--- config.mk ---
export PLATFORM = sky130hd
export DESIGN_NAME = rwl_pulse_driver
export DESIGN_NICKNAME = d
export VERILOG_FILES = /design/src/rtl/rwl_pkg.sv /design/src/rtl/rwl_cells.sv /design/src/rtl/rwl_decoder.sv /design/src/rtl/rwl_pulse_driver.sv
export SDC_FILE = /design/constraint.sdc
export NUM_CORES = 1
export LEC_CHECK = 0
export CAP_MARGIN = 20
export CORE_MARGIN = 2
export CORE_UTILIZATION = 53
export DETAILED_ROUTE_END_ITERATION = 10
export GPL_TIMING_DRIVEN = 0
export PLACE_DENSITY = 0.86
export SYNTH_ARGS = -nofsm -noshare
export SYNTH_HDL_FRONTEND = slang
export SYNTH_HIERARCHICAL = 1
export SYNTH_SLANG_ARGS = --single-unit
--- constraint.sdc ---
create_clock -name clk -period 3.7 [get_ports clk]
set_clock_uncertainty 0.05 [all_clocks]
set_input_delay 0.555 -clock clk [delete_from_list [all_inputs] [get_ports clk]]
set_output_delay 0.555 -clock clk [all_outputs]
set_load 0.1 [all_outputs]
--- src/rtl/rwl_pkg.sv ---
`default_nettype none
// ============================================================================
// Module      : rwl_pkg
// Description : Shared types for the read-wordline pulse driver. Holds the
//               controller state encoding and the MODE input encodings.
// Revision    : 1.0 - initial release
// ============================================================================
package rwl_pkg;

  // Controller states: IDLE waits for START, DRIVE holds the wordlines high,
  // GAP forces the precharge low period.
  typedef enum logic [1:0] {
    ST_IDLE  = 2'd0,
    ST_DRIVE = 2'd1,
    ST_GAP   = 2'd2
  } rwl_state_t;

  // MODE input encodings.
  localparam logic MODE_SINGLE = 1'b0;  // one row decoded from ADDR
  localparam logic MODE_MULTI  = 1'b1;  // row pattern taken from MASK

endpackage
`default_nettype wire

--- src/rtl/rwl_cells.sv ---
`default_nettype none
// ============================================================================
// Module      : BUFH_X3M_A12TR
// Description : Behavioural model of the library wordline buffer cell, so the
//               strip elaborates outside the physical flow.
// Ports       : A - buffer input
//               Y - buffer output
// Revision    : 1.0 - initial release
// ============================================================================
module BUFH_X3M_A12TR (
  input  logic A,
  output logic Y
);

  assign Y = A;

endmodule
`default_nettype wire

--- src/rtl/rwl_decoder.sv ---
`default_nettype none
// ============================================================================
// Module      : rwl_decoder
// Description : Combinational row decoder. Produces the one-hot row vector
//               for ADDR and flags whether ADDR addresses an existing row.
// Ports       : addr   - row index
//               onehot - one-hot row vector (all zero when addr >= ROWS)
//               valid  - high when addr < ROWS
// Revision    : 1.0 - initial release
// ============================================================================
module rwl_decoder #(
  parameter int ROWS   = 16,
  parameter int ADDR_W = $clog2(ROWS)
) (
  input  logic [ADDR_W-1:0] addr,
  output logic [ROWS-1:0]   onehot,
  output logic              valid
);

  localparam logic [ADDR_W:0] c_ROWS = (ADDR_W+1)'(ROWS);

  genvar gi;
  generate
    for (gi = 0; gi < ROWS; gi++) begin : g_row
      assign onehot[gi] = (addr == ADDR_W'(gi));
    end
  endgenerate

  // One extra bit so the comparison holds when ROWS is a power of two.
  assign valid = ({1'b0, addr} < c_ROWS);

endmodule
`default_nettype wire

--- src/rtl/rwl_pulse_driver.sv ---
`default_nettype none
// ============================================================================
// Module      : rwl_pulse_driver
// Description : Registered read-wordline driver strip. On an accepted START it
//               drives one decoded row or a mask pattern for max(PULSE_LEN,1)
//               cycles, holds all wordlines low for GAP_CYCLES cycles, then
//               pulses DONE. Malformed requests are rejected with ERR.
// Ports       : clk       - clock, rising edge
//               rst       - asynchronous active-high reset
//               start     - request strobe, sampled only while idle
//               mode      - 0: single row from addr, 1: pattern from mask
//               addr      - row index (mode 0)
//               mask      - row pattern (mode 1)
//               pulse_len - wordline-high cycles, 0 treated as 1
//               out       - registered, buffered read wordlines
//               busy      - request in flight
//               done      - one-cycle completion pulse
//               err       - one-cycle rejected-request pulse
// Revision    : 1.0 - initial release
// ============================================================================
module rwl_pulse_driver
  import rwl_pkg::*;
#(
  parameter int ROWS       = 16,
  parameter int ADDR_W     = $clog2(ROWS),
  parameter int PULSE_W    = 4,
  parameter int GAP_CYCLES = 1
) (
  input  logic               clk,
  input  logic               rst,
  input  logic               start,
  input  logic               mode,
  input  logic [ADDR_W-1:0]  addr,
  input  logic [ROWS-1:0]    mask,
  input  logic [PULSE_W-1:0] pulse_len,
  output logic [ROWS-1:0]    out,
  output logic               busy,
  output logic               done,
  output logic               err
);

  // A zero-cycle gap still needs a legal one-bit counter.
  localparam int GAP_W = (GAP_CYCLES > 0) ? $clog2(GAP_CYCLES + 1) : 1;
  localparam logic [GAP_W-1:0] c_GAP_LOAD =
    GAP_W'((GAP_CYCLES > 0) ? GAP_CYCLES - 1 : 0);

  rwl_state_t         r_state;
  logic [PULSE_W-1:0] r_pcnt;
  logic [GAP_W-1:0]   r_gcnt;
  logic [ROWS-1:0]    r_out;
  logic               r_busy;
  logic               r_done;
  logic               r_err;

  logic [ROWS-1:0]    w_onehot;
  logic               w_addr_ok;
  logic [ROWS-1:0]    w_pat;
  logic               w_valid;
  logic [PULSE_W-1:0] w_len_m1;

  rwl_decoder #(
    .ROWS   (ROWS),
    .ADDR_W (ADDR_W)
  ) u_dec (
    .addr   (addr),
    .onehot (w_onehot),
    .valid  (w_addr_ok)
  );

  assign w_pat    = (mode == MODE_MULTI) ? mask : w_onehot;
  assign w_valid  = (mode == MODE_MULTI) ? (mask != '0) : w_addr_ok;
  assign w_len_m1 = (pulse_len == '0) ? '0 : pulse_len - PULSE_W'(1);

  // The captured pattern lives directly in the output register, so the
  // wordlines never see a combinational path from the request inputs.
  always_ff @(posedge clk or posedge rst) begin
    if (rst) begin
      r_state <= ST_IDLE;
      r_pcnt  <= '0;
      r_gcnt  <= '0;
      r_out   <= '0;
      r_busy  <= 1'b0;
      r_done  <= 1'b0;
      r_err   <= 1'b0;
    end else begin
      r_done <= 1'b0;
      r_err  <= 1'b0;
      case (r_state)
        ST_IDLE: begin
          if (start) begin
            if (w_valid) begin
              r_out   <= w_pat;
              r_pcnt  <= w_len_m1;
              r_busy  <= 1'b1;
              r_state <= ST_DRIVE;
            end else begin
              r_err <= 1'b1;
            end
          end
        end
        ST_DRIVE: begin
          if (r_pcnt == '0) begin
            r_out <= '0;
            if (GAP_CYCLES > 0) begin
              r_gcnt  <= c_GAP_LOAD;
              r_state <= ST_GAP;
            end else begin
              r_busy  <= 1'b0;
              r_done  <= 1'b1;
              r_state <= ST_IDLE;
            end
          end else begin
            r_pcnt <= r_pcnt - PULSE_W'(1);
          end
        end
        ST_GAP: begin
          if (r_gcnt == '0) begin
            r_busy  <= 1'b0;
            r_done  <= 1'b1;
            r_state <= ST_IDLE;
          end else begin
            r_gcnt <= r_gcnt - GAP_W'(1);
          end
        end
        default: begin
          r_out   <= '0;
          r_busy  <= 1'b0;
          r_state <= ST_IDLE;
        end
      endcase
    end
  end

  genvar gi;
  generate
    for (gi = 0; gi < ROWS; gi++) begin : g_obuf
      BUFH_X3M_A12TR u_buf (
        .A (r_out[gi]),
        .Y (out[gi])
      );
    end
  endgenerate

  assign busy = r_busy;
  assign done = r_done;
  assign err  = r_err;

endmodule
`default_nettype wire
==> run metrics, run 1 <==
status=finished clean; leakage=between 1 and 1.5 nW; routed wire length=~4000 um; Mapped Cells=168; Comb power frac=71.9%; worst min path class=flip-flop to flip-flop; # DRC=0; max incr delay on CP=around 1.1 ns; starting density of the core=between 50% and 60%; RSZ-0062 raised after global routing=false; Synth area leaders=dfrtp_1, mux2_2, mux2i_1; WL per Instance=~15 um; fin nets=247; Seq/Total Area, Yosys=34.8%; die area=between 3000 and 4000 um2; Fmax=0.393 GHz; TritonCTS Buffers=3; Placer Congestion=0.926; largest net degree at the start of global routing=26; H-tree Lvls=1; synthesized net count=approximately 200; DRT iter0 DRCs=a little over 80; crit path kind=flip-flop to output pin; CTS Sinks=25; Ant. Diodes=0; async set-reset flop share out of synthesis=100%; share of post-route cells with drive strength above 1=around 29%; Place WS=around 0.97 ns; Resized cells post-CTS=0; Max Fanout on Critical Path=2; critical path endpoint category=output pin; Final Hold Slack=between 0.4 and 0.5 ns; critical path data required time=3.09 ns; Skew-Pair Late Insertion Delay=about 0.31 ns; Post-synth EDFFs=0; worst slew pin tran=0.977 ns; Vias=~1.4k; Switching Share=between 50 and 60%; first-pass GRT wire length=6860 um; Netlist Area Pre-Place=about 1800 um2; minimum clock period=between 2 and 3 ns; Int Pwr=962 uW; Final ANT Viol Nets=0; #FFs+latches synth=25; placed cell area=roughly 2300 um2; Max clock buf depth=2; Post-Layout Inst Area=roughly 2300 um2; initial antenna violation count=0; port bufs=45; number of core rows=21; clock slew at reported path FFs=around 0.13 ns; synth unique cells=38; Synth Flop Type=dfrtp_1; max layer used=met4; total power=~2.1 mW; dpl cells=259; DP Wirelength=~3200 um; post-CTS setup buffers=0; Avg Inst Size Synth=about 11 um2; top cell type's share of synthesized area=34.8%; most frequent cells after synthesis=dfrtp_1, buf_4, nor2_1; vias in the first global route=about 1.5k; met3 WL=around 160 um; CP Launch Type=flip-flop; critical-path cell list=buf_4 -> clkdlybuf4s50_1; GRT Util Overall=between 20% and 30%; leading area contributor after synthesis=dfrtp_1; DIE WIDTH=around 62 um; final setup TNS=0 ns; global route total overflow=0; maxcap violations=0; final worst-path cycle share=between 60 and 70%; vias per inst=~5.4; core area=3310 um2; endpoints failing setup=0; clk root buf=clkbuf_4; P_sw=1.09 mW; Slew Limit Fails=0; Die Ht=62.3 um; fin cells=between 200 and 300; fin worst setup slack=approximately 1.2 ns; yosys warns=6; Peak VDD IR=0.421 mV; Synth-to-Final Area Change=29.7%; final core occ=a little over two thirds; met2 routed wirelength=between 2000 and 2500 um; CTS tree=yes; Final Hold Fails=0; DR pass1 iterations=4; Clock power frac=approximately 5.8%; PD cells=between 800 and 900 nW/um2; relative slew slack=34.6%; CP max stage cell=clkdlybuf4s50_1; number of buffers inserted by hold repair at cts=0; top-count cell post-synth=dfrtp_1; WP data arrival=just under 2 ns; num ports=47; Seq pwr share=between 20% and 30%; routed length on met1=about 1800 um
## cell families after synthesis
| family | count (synthesis) | synth area share [%] |
|---|---|---|
| buf+inv | 33 | 12.7 |
| xor+xnor | 1 | 0.487 |
| simple gates | 56 | 21.5 |
| flops | 25 | 34.8 |
| compound gates | 16 | 8.97 |
| other cells | 1 | 0.208 |
| mux | 35 | 20.7 |
| fa+ha+maj | 1 | 0.695 |
## final cells by class
class | instances | area [um2]
plain buffers | 27 | 205
clock buffers | 4 | 26.3
fillers | 278 | 977
inverters | 6 | 22.5
multi-input cells | 110 | 946
flip-flops and latches | 25 | 626
well taps | 46 | 57.6
repair buffers | 45 | 450
## worst paths after layout
check                      cells after the start  slack [ns]  startpoint        end
max                                            2        1.15   r_out[11]    out[11]
min                                            1        0.46        busy       busy
max reg2reg                                    6        1.38   r_pcnt[0]  r_out[15]
min reg2reg                                    1        0.46        busy       busy
max in group asynchronous                      2        2.35         rst  r_out[10]
min in group asynchronous                      2        0.69         rst   r_out[3]
## flip-flops by register name (all words and copies together) (netlist names)
| name | count |
|---|---|
| err | 1 |
| r_state | 2 |
| done | 1 |
| r_out | 16 |
| r_pcnt | 4 |
| busy | 1 |
## power by group through the flow
stage	clock [mW]	combinational, mW	sequential, mW
2_1_floorplan	0	1.16	0.487
3_3_place_gp	0	1.45	0.453
3_5_place_dp	0	1.48	0.462
4_1_cts	0.129	1.49	0.456
5_1_grt	0.136	1.55	0.468
6_report	0.120	1.48	0.456
## per-layer routing
metal,vias to the layer above,global-route usage (%)
li1,688,-
met1,687,26.9
met2,37,39.0
met3,4,4.71
met4,0,5.83
met5,-,0
## cells in the final DEF (no fill, tap or decap), types with 2 or more instances in the layout
| cell type | n |
|---|---|
| buf_4 | 21 |
| and4b_1 | 4 |
| mux2i_1 | 17 |
| clkbuf_4 | 3 |
| buf_6 | 3 |
| clkdlybuf4s50_1 | 45 |
| nor4_1 | 4 |
| nand3_1 | 2 |
| a21oi_1 | 2 |
| inv_1 | 6 |
| a221oi_4 | 2 |
| dfrtp_1 | 25 |
| clkbuf_1 | 2 |
| nor3_1 | 4 |
| o21a_1 | 3 |
| nor2_1 | 19 |
| and4bb_2 | 6 |
| nand2_1 | 4 |
| and4_1 | 2 |
| buf_2 | 2 |
| nor4b_2 | 4 |
| and2_1 | 2 |
| mux2_2 | 18 |
## critical path: cells and delay by family (launching register included)
| family | cells | cell delay (ns) |
|---|---|---|
| buffers and inverters | 2 | 1.23 |
| DFF | 1 | 0.39 |
(Power assumes the default switching activity.)
==> run 2: changes to the inputs <==
--- a/config.mk
+++ b/config.mk
@@ -7,10 +7,10 @@
 export LEC_CHECK = 0
 export CAP_MARGIN = 20
 export CORE_MARGIN = 2
-export CORE_UTILIZATION = 53
+export CORE_UTILIZATION = 49
 export DETAILED_ROUTE_END_ITERATION = 10
 export GPL_TIMING_DRIVEN = 0
-export PLACE_DENSITY = 0.86
+export PLACE_DENSITY = 0.8
 export SYNTH_ARGS = -nofsm -noshare
 export SYNTH_HDL_FRONTEND = slang
 export SYNTH_HIERARCHICAL = 1
==> constraint.sdc (replaced) <==
create_clock -name clk -period 2.4 [get_ports clk]
set_clock_uncertainty 0.05 [all_clocks]
set_input_delay 0.36 -clock clk [delete_from_list [all_inputs] [get_ports clk]]
set_output_delay 0.36 -clock clk [all_outputs]
set_load 0.1 [all_outputs]
==> run 2 against run 1 <==
  * Core utilization decreased by 4.9 points
  * Global-route usage fell by 3.6 points
  * Clock power grew 110%
  * Sequential share of layout area decreased by 0.34 points
  * Sequential power is 54% higher
  * Sequential cell count stayed put
  * Power rose by 57%
  * Die area rose by 7.6%
  * Register-to-register slack got worse by 1.1 ns
  * Largest power group unchanged
  * Highest routed layer unchanged
==> run metrics, run 2 (synthesis results as in run 1) <==
Final Hold Fails=0 (unchanged); Placer Congestion=0.885 (was 0.926); multi-input logic area=946 um2 (unchanged); CP max stage cell=clkdlybuf4s50_1 (unchanged); final worst-path cycle share=between 90 and 100%; number of buffers inserted by hold repair at cts=0 (unchanged); endpoints failing setup=0 (unchanged); relative slew slack=34.8% (was 34.6%); flop-to-flop setup slack=0.28 ns (was 1.38 ns); leakage=1.06 nW (was 1.04 nW); worst slew pin tran=0.975 ns (was 0.977 ns); maxcap violations=0 (unchanged); Top reg by flops=r_out (unchanged); total power=3.22 mW (was 2.05 mW); Largest regs=r_out (16), r_pcnt (4), r_state (2) (unchanged); R2R depth=6 (unchanged); Skew-Pair Late Insertion Delay=0.27 ns (was 0.31 ns); PD cells=1360 nW/um2 (was 880 nW/um2); minimum clock period=approximately 2.3 ns; hold_sp=busy (unchanged); critical path data required time=1.99 ns (was 3.09 ns); final core occ=65.5% (was 70.5%); crit path kind=flip-flop to output pin (unchanged); Register Area=626 um2 (unchanged); share of post-route cells with drive strength above 1=29.4% (was 28.6%); worst min path class=flip-flop to flip-flop (unchanged); port bufs=45 (unchanged); CTS Sinks=25 (unchanged); WP data arrival=1.86 ns (was 1.94 ns); Resized cells post-CTS=0 (unchanged); most frequent cells in the layout=clkdlybuf4s50_1, dfrtp_1, buf_4 (unchanged); status=finished clean (unchanged); Critical R2R Capture=r_out[1] (was r_out[15]); hold path endpoint=busy (unchanged); Comb power frac=70.6% (was 71.9%); first-pass GRT wire length=6120 um (was 6860 um); P_sw=1.68 mW (was 1.09 mW); Clock power frac=7.7% (was 5.8%); clock slew at reported path FFs=0.09 ns (was 0.13 ns); core area=3610 um2 (was 3310 um2); Ant. Diodes=0 (unchanged); most common cell after layout, fill and taps aside=clkdlybuf4s50_1 (unchanged); Synth-to-Final Area Change=31.4% (was 29.7%); clk root buf=clkbuf_8 (was clkbuf_4); critical path endpoint category=output pin (unchanged); DRT iter0 DRCs=31 (was 81); Max Fanout on Critical Path=2 (unchanged); global route total overflow=0 (unchanged); Int Pwr=1.55 mW (was 962 uW); Die Ht=64.6 um (was 62.3 um); Seq pwr share=21.7% (was 22.2%); dpl cells=261 (was 259); Max clock buf depth=2 (unchanged); initial antenna violation count=0 (unchanged); DR pass1 iterations=4 (unchanged); Slew Limit Fails=0 (unchanged); largest net degree at the start of global routing=26 (unchanged); critical-path cell list=buf_4 -> clkdlybuf4s50_1 (unchanged); post-CTS setup buffers=0 (unchanged); Switching Share=52.0% (was 53.2%); fin cells=266 (was 263); Fmax=~0.44 GHz; FILL cells=298 (was 278); Peak VDD IR=0.731 mV (was 0.421 mV); num ports=47 (unchanged); fin nets=248 (was 247); starting density of the core=49.9% (was 54.3%); WL per Instance=13.8 um (was 15.3 um); # DRC=0 (unchanged); RSZ-0062 raised after global routing=false (unchanged); DIE WIDTH=64.6 um (was 62.3 um); max reg flops=16 (unchanged); die area=4170 um2 (was 3880 um2); hold depth=1 (unchanged); GRT Util Overall=18.3% (was 21.9%); fin worst setup slack=0.134 ns (was 1.15 ns); Vias=1,420 (was 1,416); DP Wirelength=2960 um (was 3180 um); number of core rows=22 (was 21); routed wire length=3660 um (was 4020 um); CTS tree=yes (unchanged); vias in the first global route=1,404 (was 1,465); CP Launch Type=flip-flop (unchanged); max incr delay on CP=1.12 ns (about the same); TritonCTS Buffers=3 (unchanged); Place WS=-0.130 ns (was 0.973 ns); vias per inst=5.34 (was 5.38); Worst R2R Start=r_pcnt[0] (unchanged); Final ANT Viol Nets=0 (unchanged); H-tree Lvls=1 (unchanged)
==> run 2: cell count changes in the layout (fill, tap and decap cells not counted), sizes merged <==
cell | before | now
clkbuf | 5 | 4
buf | 26 | 27
clkinv | 0 | 1
==> run 2: power groups by stage <==
stage	Combinational, mW	Sequential, mW	Clock, mW
2_1_floorplan	1.79	0.750	0
3_3_place_gp	2.24	0.700	0
3_5_place_dp	2.28	0.710	0
4_1_cts	2.28	0.702	0.254
5_1_grt	2.39	0.722	0.274
6_report	2.28	0.701	0.247
==> run 2: worst max-delay path, delay by kind of cell, from the launching register on <==
| kind | cells | cell delay [ns] |
|---|---|---|
| DFF | 1 | 0.36 |
| buffers and inverters | 2 | 1.22 |
==> run 2: metrics by stage <==
step	hold slack, ns	cell area, um2	setup TNS [ns]
3_3_place_gp	0.428	2310	-0.688
6_report	0.452	2360	0
2_1_floorplan	0.337	1800	0
3_5_place_dp	0.441	2310	-1.24
4_1_cts	0.462	2360	0
5_1_grt	0.473	2360	0
==> run 2: cell type report <==
cell class / instances / area share [%]
buffer: 27 / 8.68
clock buffer: 3 / 1.75
clock inverter: 1 / 0.212
inverter: 6 / 0.953
multi-input combinational: 110 / 40.0
sequential: 25 / 26.5
tap: 48 / 2.54
timing repair buffer: 46 / 19.4
==> run 2: metal layers <==
| metal | GRT usage (%) | up-vias | share of wire [%] |
|---|---|---|---|
| met2 | 33.7 | 26 | 53 |
| met4 | 2.39 | 0 | 0.44 |
| met1 | 22.7 | 699 | 43 |
| met5 | 0 | - | 0 |
| li1 | - | 693 | - |
| met3 | 3.47 | 2 | 3.7 |
==> run 2: worst max path at each step <==
| stage | depth (start not counted) | slack [ns] | endpoint | from |
|---|---|---|---|---|
| 6_report | 2 | 0.13 | out[10] | r_out[10] |
| 3_5_place_dp | 6 | -0.13 | r_out[1] | mask[7] |
| 2_1_floorplan | 6 | 0.31 | r_out[15] | r_pcnt[0] |
| 5_1_grt | 2 | 0.09 | out[1] | r_out[1] |
| 4_1_cts | 6 | 0.08 | r_out[1] | r_pcnt[0] |
| 3_3_place_gp | 6 | -0.07 | r_out[9] | mask[7] |
